## src/rtl/regfile_pkg.sv

```systemverilog
// Shared constants and types for the 32-entry register file.
package regfile_pkg;

    localparam int DATA_W   = 32;
    localparam int ADDR_W   = 5;
    localparam int NUM_REGS = 1 << ADDR_W;

    typedef logic [ADDR_W-1:0] reg_idx_t;
    typedef logic [DATA_W-1:0] reg_word_t;

endpackage

```

## src/rtl/regfile_if.sv

```systemverilog
// Write port, two read ports and the debug read port of the register file.
interface regfile_if
    import regfile_pkg::*;
#(
    parameter int DATA_W = regfile_pkg::DATA_W,
    parameter int ADDR_W = regfile_pkg::ADDR_W
);

    logic              wen;
    logic [ADDR_W-1:0] waddr;
    logic [DATA_W-1:0] wdata;
    logic [ADDR_W-1:0] raddr1;
    logic [ADDR_W-1:0] raddr2;
    logic [ADDR_W-1:0] test_addr;
    logic [DATA_W-1:0] rdata1;
    logic [DATA_W-1:0] rdata2;
    logic [DATA_W-1:0] test_data;

    modport master (
        output wen, waddr, wdata, raddr1, raddr2, test_addr,
        input  rdata1, rdata2, test_data
    );

    modport slave (
        input  wen, waddr, wdata, raddr1, raddr2, test_addr,
        output rdata1, rdata2, test_data
    );

endinterface

```

## src/rtl/regfile_read_port.sv

```systemverilog
// Combinational read mux over the register array; index 0 always reads zero.
module regfile_read_port
    import regfile_pkg::*;
#(
    parameter int DATA_W = regfile_pkg::DATA_W,
    parameter int ADDR_W = regfile_pkg::ADDR_W
) (
    input  logic [DATA_W-1:0] regs [1 << ADDR_W],
    input  logic [ADDR_W-1:0] addr,
    output logic [DATA_W-1:0] data
);

    always_comb begin
        data = regs[addr];
        if (addr == '0) begin
            data = '0;
        end
    end

endmodule

```

## src/rtl/regfile.sv

```systemverilog
// 32 x DATA_W register file: one synchronous write port, three asynchronous read ports.
module regfile
    import regfile_pkg::*;
#(
    parameter int DATA_W = regfile_pkg::DATA_W,
    parameter int ADDR_W = regfile_pkg::ADDR_W
) (
    input  logic      clk,
    input  logic      resetn,
    regfile_if.slave  bus
);

    localparam int NUM = 1 << ADDR_W;
    localparam int NUM_PORTS = 3;

    logic [DATA_W-1:0] regs_reg [NUM];
    logic [ADDR_W-1:0] port_addr [NUM_PORTS];
    logic [DATA_W-1:0] port_data [NUM_PORTS];

    // Reset wins over a concurrent write; writes to index 0 are dropped.
    always_ff @(posedge clk) begin
        if (!resetn) begin
            for (int i = 0; i < NUM; i++) begin
                regs_reg[i] <= '0;
            end
        end else if (bus.wen && (bus.waddr != '0)) begin
            regs_reg[bus.waddr] <= bus.wdata;
        end
    end

    assign port_addr[0] = bus.raddr1;
    assign port_addr[1] = bus.raddr2;
    assign port_addr[2] = bus.test_addr;

    generate
        for (genvar gi = 0; gi < NUM_PORTS; gi++) begin : g_read
            regfile_read_port #(
                .DATA_W (DATA_W),
                .ADDR_W (ADDR_W)
            ) u_read_port (
                .regs (regs_reg),
                .addr (port_addr[gi]),
                .data (port_data[gi])
            );
        end
    endgenerate

    assign bus.rdata1    = port_data[0];
    assign bus.rdata2    = port_data[1];
    assign bus.test_data = port_data[2];

endmodule

```

## src/flat_wrapper.sv

```systemverilog
// flat-port wrapper written by rule: the top's interface ports become plain ports
module regfile_flat import regfile_pkg::*;
#(
    parameter int DATA_W = regfile_pkg::DATA_W,
    parameter int ADDR_W = regfile_pkg::ADDR_W
)
  (clk, resetn, bus_wen, bus_waddr, bus_wdata, bus_raddr1, bus_raddr2, bus_test_addr, bus_rdata1, bus_rdata2, bus_test_data);
  regfile_if #(.DATA_W(DATA_W), .ADDR_W(ADDR_W)) bus_i ();
  input  logic clk;
  input  logic resetn;
  input wire logic [$bits(bus_i.wen)-1:0] bus_wen;
  input wire logic [$bits(bus_i.waddr)-1:0] bus_waddr;
  input wire logic [$bits(bus_i.wdata)-1:0] bus_wdata;
  input wire logic [$bits(bus_i.raddr1)-1:0] bus_raddr1;
  input wire logic [$bits(bus_i.raddr2)-1:0] bus_raddr2;
  input wire logic [$bits(bus_i.test_addr)-1:0] bus_test_addr;
  output wire logic [$bits(bus_i.rdata1)-1:0] bus_rdata1;
  output wire logic [$bits(bus_i.rdata2)-1:0] bus_rdata2;
  output wire logic [$bits(bus_i.test_data)-1:0] bus_test_data;
  assign bus_i.wen = bus_wen;
  assign bus_i.waddr = bus_waddr;
  assign bus_i.wdata = bus_wdata;
  assign bus_i.raddr1 = bus_raddr1;
  assign bus_i.raddr2 = bus_raddr2;
  assign bus_i.test_addr = bus_test_addr;
  assign bus_rdata1 = bus_i.rdata1;
  assign bus_rdata2 = bus_i.rdata2;
  assign bus_test_data = bus_i.test_data;
  regfile #(.DATA_W(DATA_W), .ADDR_W(ADDR_W)) u_core (.clk(clk), .resetn(resetn), .bus(bus_i));
endmodule
```

## config.mk

```make
export PLATFORM = sky130hd
export DESIGN_NAME = regfile_flat
export DESIGN_NICKNAME = d
export VERILOG_FILES = /design/src/rtl/regfile_pkg.sv /design/src/rtl/regfile_if.sv /design/src/rtl/regfile_read_port.sv /design/src/rtl/regfile.sv /design/src/flat_wrapper.sv
export SDC_FILE = /design/constraint.sdc
export NUM_CORES = 2
export LEC_CHECK = 0
export BUFFER_PORTS_ARGS = -buffer_cell sky130_fd_sc_hd__buf_2
export CAP_MARGIN = 20
export CORE_AREA = 2 2 421 423
export CTS_CLUSTER_DIAMETER = 120
export CTS_CLUSTER_SIZE = 8
export DETAILED_ROUTE_END_ITERATION = 8
export DIE_AREA = 0 0 423 425
export GPL_TIMING_DRIVEN = 0
export HOLD_SLACK_MARGIN = 0.15
export PLACE_DENSITY_LB_ADDON = 0.12
export SLEW_MARGIN = 40
export SYNTH_ARGS = -nofsm -noshare
export SYNTH_HDL_FRONTEND = slang
export SYNTH_HIERARCHICAL = 1
export SYNTH_SLANG_ARGS = --single-unit
```

## constraint.sdc

```tcl
create_clock -name clk -period 4.3 [get_ports clk]
set_input_delay 0.215 -clock clk [delete_from_list [all_inputs] [get_ports clk]]
set_output_delay 0.215 -clock clk [all_outputs]
set_load 0.05 [all_outputs]
```

==> results.sh <==
export IMPL_status="finished clean"
export IMPL_p_sw_w=0.00726
export IMPL_irDropWorstVdd_mv=0.353
export IMPL_io_pin_count=151
export IMPL_ant_nets=0
export IMPL_final_area_um2=69700
export IMPL_placed_area_um2=65200
export IMPL_yosys_area_top_type="dfxtp_1"
export IMPL_crit_chain="buf_2, clkbuf_1, clkbuf_1, o2111ai_1, a311oi_1, buf_2"
export IMPL_yosysSeqAreaShare=0.335
export IMPL_critPathArrivalTime_ns=3.89
export IMPL_final_util=0.397
export IMPL_max_slew_margin=0.247
export IMPL_cts_sinks=1024
export IMPL_hold_viol=0
export IMPL_track_usage=0.353
export IMPL_fin_nets=5808
export IMPL_yosys_warnings=6
export IMPL_synth_seq_cells=1024
export IMPL_syn_area_per_cell_um2=11.3
export IMPL_insertion_delay_ns=0.80
export IMPL_drc_errors=0
export IMPL_setup_violations=0
export IMPL_ys_types=37
export IMPL_max_freq_ghz=0.244
export IMPL_clkTransAtPathRegs_ns=0.05
export IMPL_ctsResizeCount=0
export IMPL_worst_r2r_endpoint="u_core/regs_reg[18]"
export IMPL_instances_no_fill=8115
export IMPL_gr_total_overflow=0
export IMPL_synth_top_area_frac=0.335
export IMPL_reg2reg_depth=2
export IMPL_postSynthCellCount=5427
export IMPL_place_inst=7908
export IMPL_yosys_most_used_dff="dfxtp_1"
export IMPL_htreeDepth=4
export IMPL_wl_per_cell_um=40.1
export IMPL_internal_power_w=0.0167
export IMPL_r2r_slack_ns=3.48
export IMPL_area_growth_syn_to_layout_pct=13.9
export IMPL_path_class="input pin to output port"
export IMPL_place_port_buffers=137
export IMPL_largest_reg_flops=1024
export IMPL_worst_pin_slew_ns=1.12
export IMPL_r2r_start="u_core/regs_reg[18]"
export IMPL_maxSlewViolCount=0
export IMPL_wl_um=325000
export IMPL_grt_pass1_wl_um=432000
export IMPL_core_um2=175000
export IMPL_cp_max_fo=10
export IMPL_synth_edf_count=0
export IMPL_design_power_total_w=0.0239
export IMPL_seq_power_share=0.403
export IMPL_async_flop_share=0
export IMPL_syn_num_nets=5482
export IMPL_vias_per_cell=6.45
export IMPL_hold_class="input pin to flip-flop"
export IMPL_row_count=154
export IMPL_rsz0062_at_grt="no"
export IMPL_fin_crit_sh=0.955
export IMPL_initial_core_util=0.349
export IMPL_clock_power_share=0.451
export IMPL_min_period_ns=4.10
export IMPL_p_leak_nw=27.5
export IMPL_comb_power_share=0.146
export IMPL_slowest_delay_ns=1.06
export IMPL_cap_violations=0
export IMPL_vias=52300
export IMPL_antenna_found_initial=17
export IMPL_hold_start="bus_waddr[3]"
export IMPL_grt_max_degree=17
export IMPL_worstSetupStartpointType="input pin"
export IMPL_swShare=0.303
export IMPL_syn_area_um2=61100
export IMPL_tritoncts="yes"
export IMPL_layout_drive_gt1_share=0.275
export IMPL_finalWeightedCongestion=1.03
export IMPL_min_path_cells=4
export IMPL_hold_path_end="u_core/regs_reg[959]"
export IMPL_grt_pass1_vias=50400
export IMPL_cpMaxStageDelayCell="a311oi_1"
export IMPL_fin_skew_ns=0
export IMPL_dieHeight_um=425
export IMPL_cts_max_path_buffers=3
export IMPL_die_area_um2=180000
export IMPL_firstDrtPassIters=5
export IMPL_die_x_um=423
export IMPL_worstPathRequired_ns=4.09
export IMPL_drt_iter0_drc=7724
export IMPL_root_buffer="clkbuf_16"
export IMPL_netlist_top_cells_area="dfxtp_1 (34%), mux4_2 (25%), mux2i_1 (19%), nand2_1 (6.7%), clkbuf_1 (1.8%)"
export IMPL_cts_buffers_inserted=145
export IMPL_critPathCaptureType="output port"
export IMPL_dpl_hpwl_um=248000
export IMPL_cellPowerDensity_nw_per_um2=344
==> power by group through the flow <==
stage / sequential, W / clock (W) / combinational, W
final: 0.00964 / 0.0108 / 0.00350
after global routing: 0.00964 / 0.0112 / 0.00345
after CTS: 0.00964 / 0.0109 / 0.00334
after detailed placement: 0.00983 / 0 / 0.00331
after global placement: 0.00983 / 0 / 0.00326
after floorplan: 0.00981 / 0 / 0.00178
==> cell type report <==
| type | instances | area, um^2 |
|---|---|---|
| fillers | 17100 | 106000 |
| inverters | 3 | 11.3 |
| plain buffers | 624 | 3410 |
| flip-flops and latches | 1024 | 20500 |
| repair buffers | 179 | 1090 |
| clock inverters | 3 | 33.8 |
| diodes | 12 | 30.0 |
| well taps | 2340 | 2930 |
| clock buffers | 154 | 3850 |
| multi-input cells | 3776 | 37800 |
==> cells in the mapped netlist, types with 4 or more instances <==
| library cell | n |
|---|---|
| buf_6 | 57 |
| buf_1 | 8 |
| nand3_1 | 4 |
| buf_4 | 60 |
| nor2_1 | 22 |
| and2_1 | 35 |
| buf_2 | 191 |
| a22oi_1 | 96 |
| mux2_2 | 96 |
| a221oi_1 | 72 |
| dfxtp_1 | 1024 |
| mux2i_1 | 1184 |
| o21ai_0 | 6 |
| o21ai_1 | 159 |
| a311oi_2 | 6 |
| mux4_2 | 672 |
| clkbuf_1 | 293 |
| nor2b_1 | 101 |
| nand2b_1 | 5 |
| a311oi_1 | 90 |
| a211oi_1 | 96 |
| nand2_1 | 1084 |
| clkbuf_4 | 9 |
| o2111ai_1 | 24 |
==> metal layers <==
layer	vias to the layer above	global-route usage	part of all wire
met2	3511	0.529	0.43
li1	21000	-	-
met4	12	0.234	0.077
met5	-	0.000529	0.00023
met3	1000	0.115	0.11
met1	26800	0.434	0.38
==> worst max path at each step <==
stage,start,slack (ns),cells past startpoint,end
floorplan,bus_raddr1[0],1.61,7,bus_rdata1[10]
global placement,bus_raddr2[2],-0.16,7,bus_rdata2[11]
detailed placement,bus_test_addr[2],0.46,7,bus_test_data[0]
CTS,bus_test_addr[2],0.46,7,bus_test_data[0]
global route,bus_test_addr[0],0.54,8,bus_test_data[8]
finish,bus_raddr1[3],0.20,6,bus_rdata1[0]
==> worst max-delay path, delay by kind of cell <==
kind                   cells  cell delay (ns)
AOI/OAI and AO/OA          2             1.64
buffers and inverters      4             2.00
==> cell families after synthesis <==
group,count (synthesis),share of synthesized area
AOI/OAI and AO/OA,552,0.0656
DFF,1024,0.335
buffers and inverters,627,0.0542
and+or+nand+nor,1272,0.0858
muxes,1952,0.459
==> stage by stage <==
| step | setup WS [ns] | hold slack (ns) | setup TNS (ns) |
|---|---|---|---|
| 6_report | 0.196 | 0.213 | 0 |
| 3_3_place_gp | -0.160 | 0.462 | -0.467 |
| 2_1_floorplan | 1.61 | 0.418 | 0 |
| 5_1_grt | 0.537 | 0.201 | 0 |
| 3_5_place_dp | 0.463 | 0.472 | 0 |
| 4_1_cts | 0.463 | 0.155 | 0 |
==> cells in the final DEF (no fill, tap or decap), drive strengths merged <==
cell | Yosys | routed
o2111ai | 24 | 24
or2 | 3 | 3
or3 | 3 | 3
mux2i | 1184 | 1184
dfxtp | 1024 | 1024
nand2b | 5 | 5
inv | 3 | 5
or4 | 3 | 3
a211oi | 96 | 96
nand3 | 4 | 4
clkinv | 0 | 1
a311oi | 96 | 96
nand2 | 1084 | 1084
diode | 0 | 12
nor2b | 104 | 104
and4bb | 3 | 3
nor3 | 1 | 1
nor4b | 1 | 1
o21ai | 168 | 168
nand4 | 1 | 1
buf | 319 | 460
mux2 | 96 | 96
a221oi | 72 | 72
nor2 | 22 | 22
dlygate4sd3 | 0 | 37
mux4 | 672 | 672
and2 | 35 | 35
a22oi | 96 | 96
nand4b | 3 | 3
clkbuf | 305 | 460
==> what timing repair did <==
action | CTS | global route
endpoints found under the setup margin | 0 | 0
buffers inserted | 0 | 0
hold endpoints to repair | 39 | 0
hold buffers | 37 | 0
(Power assumes the default switching activity.)
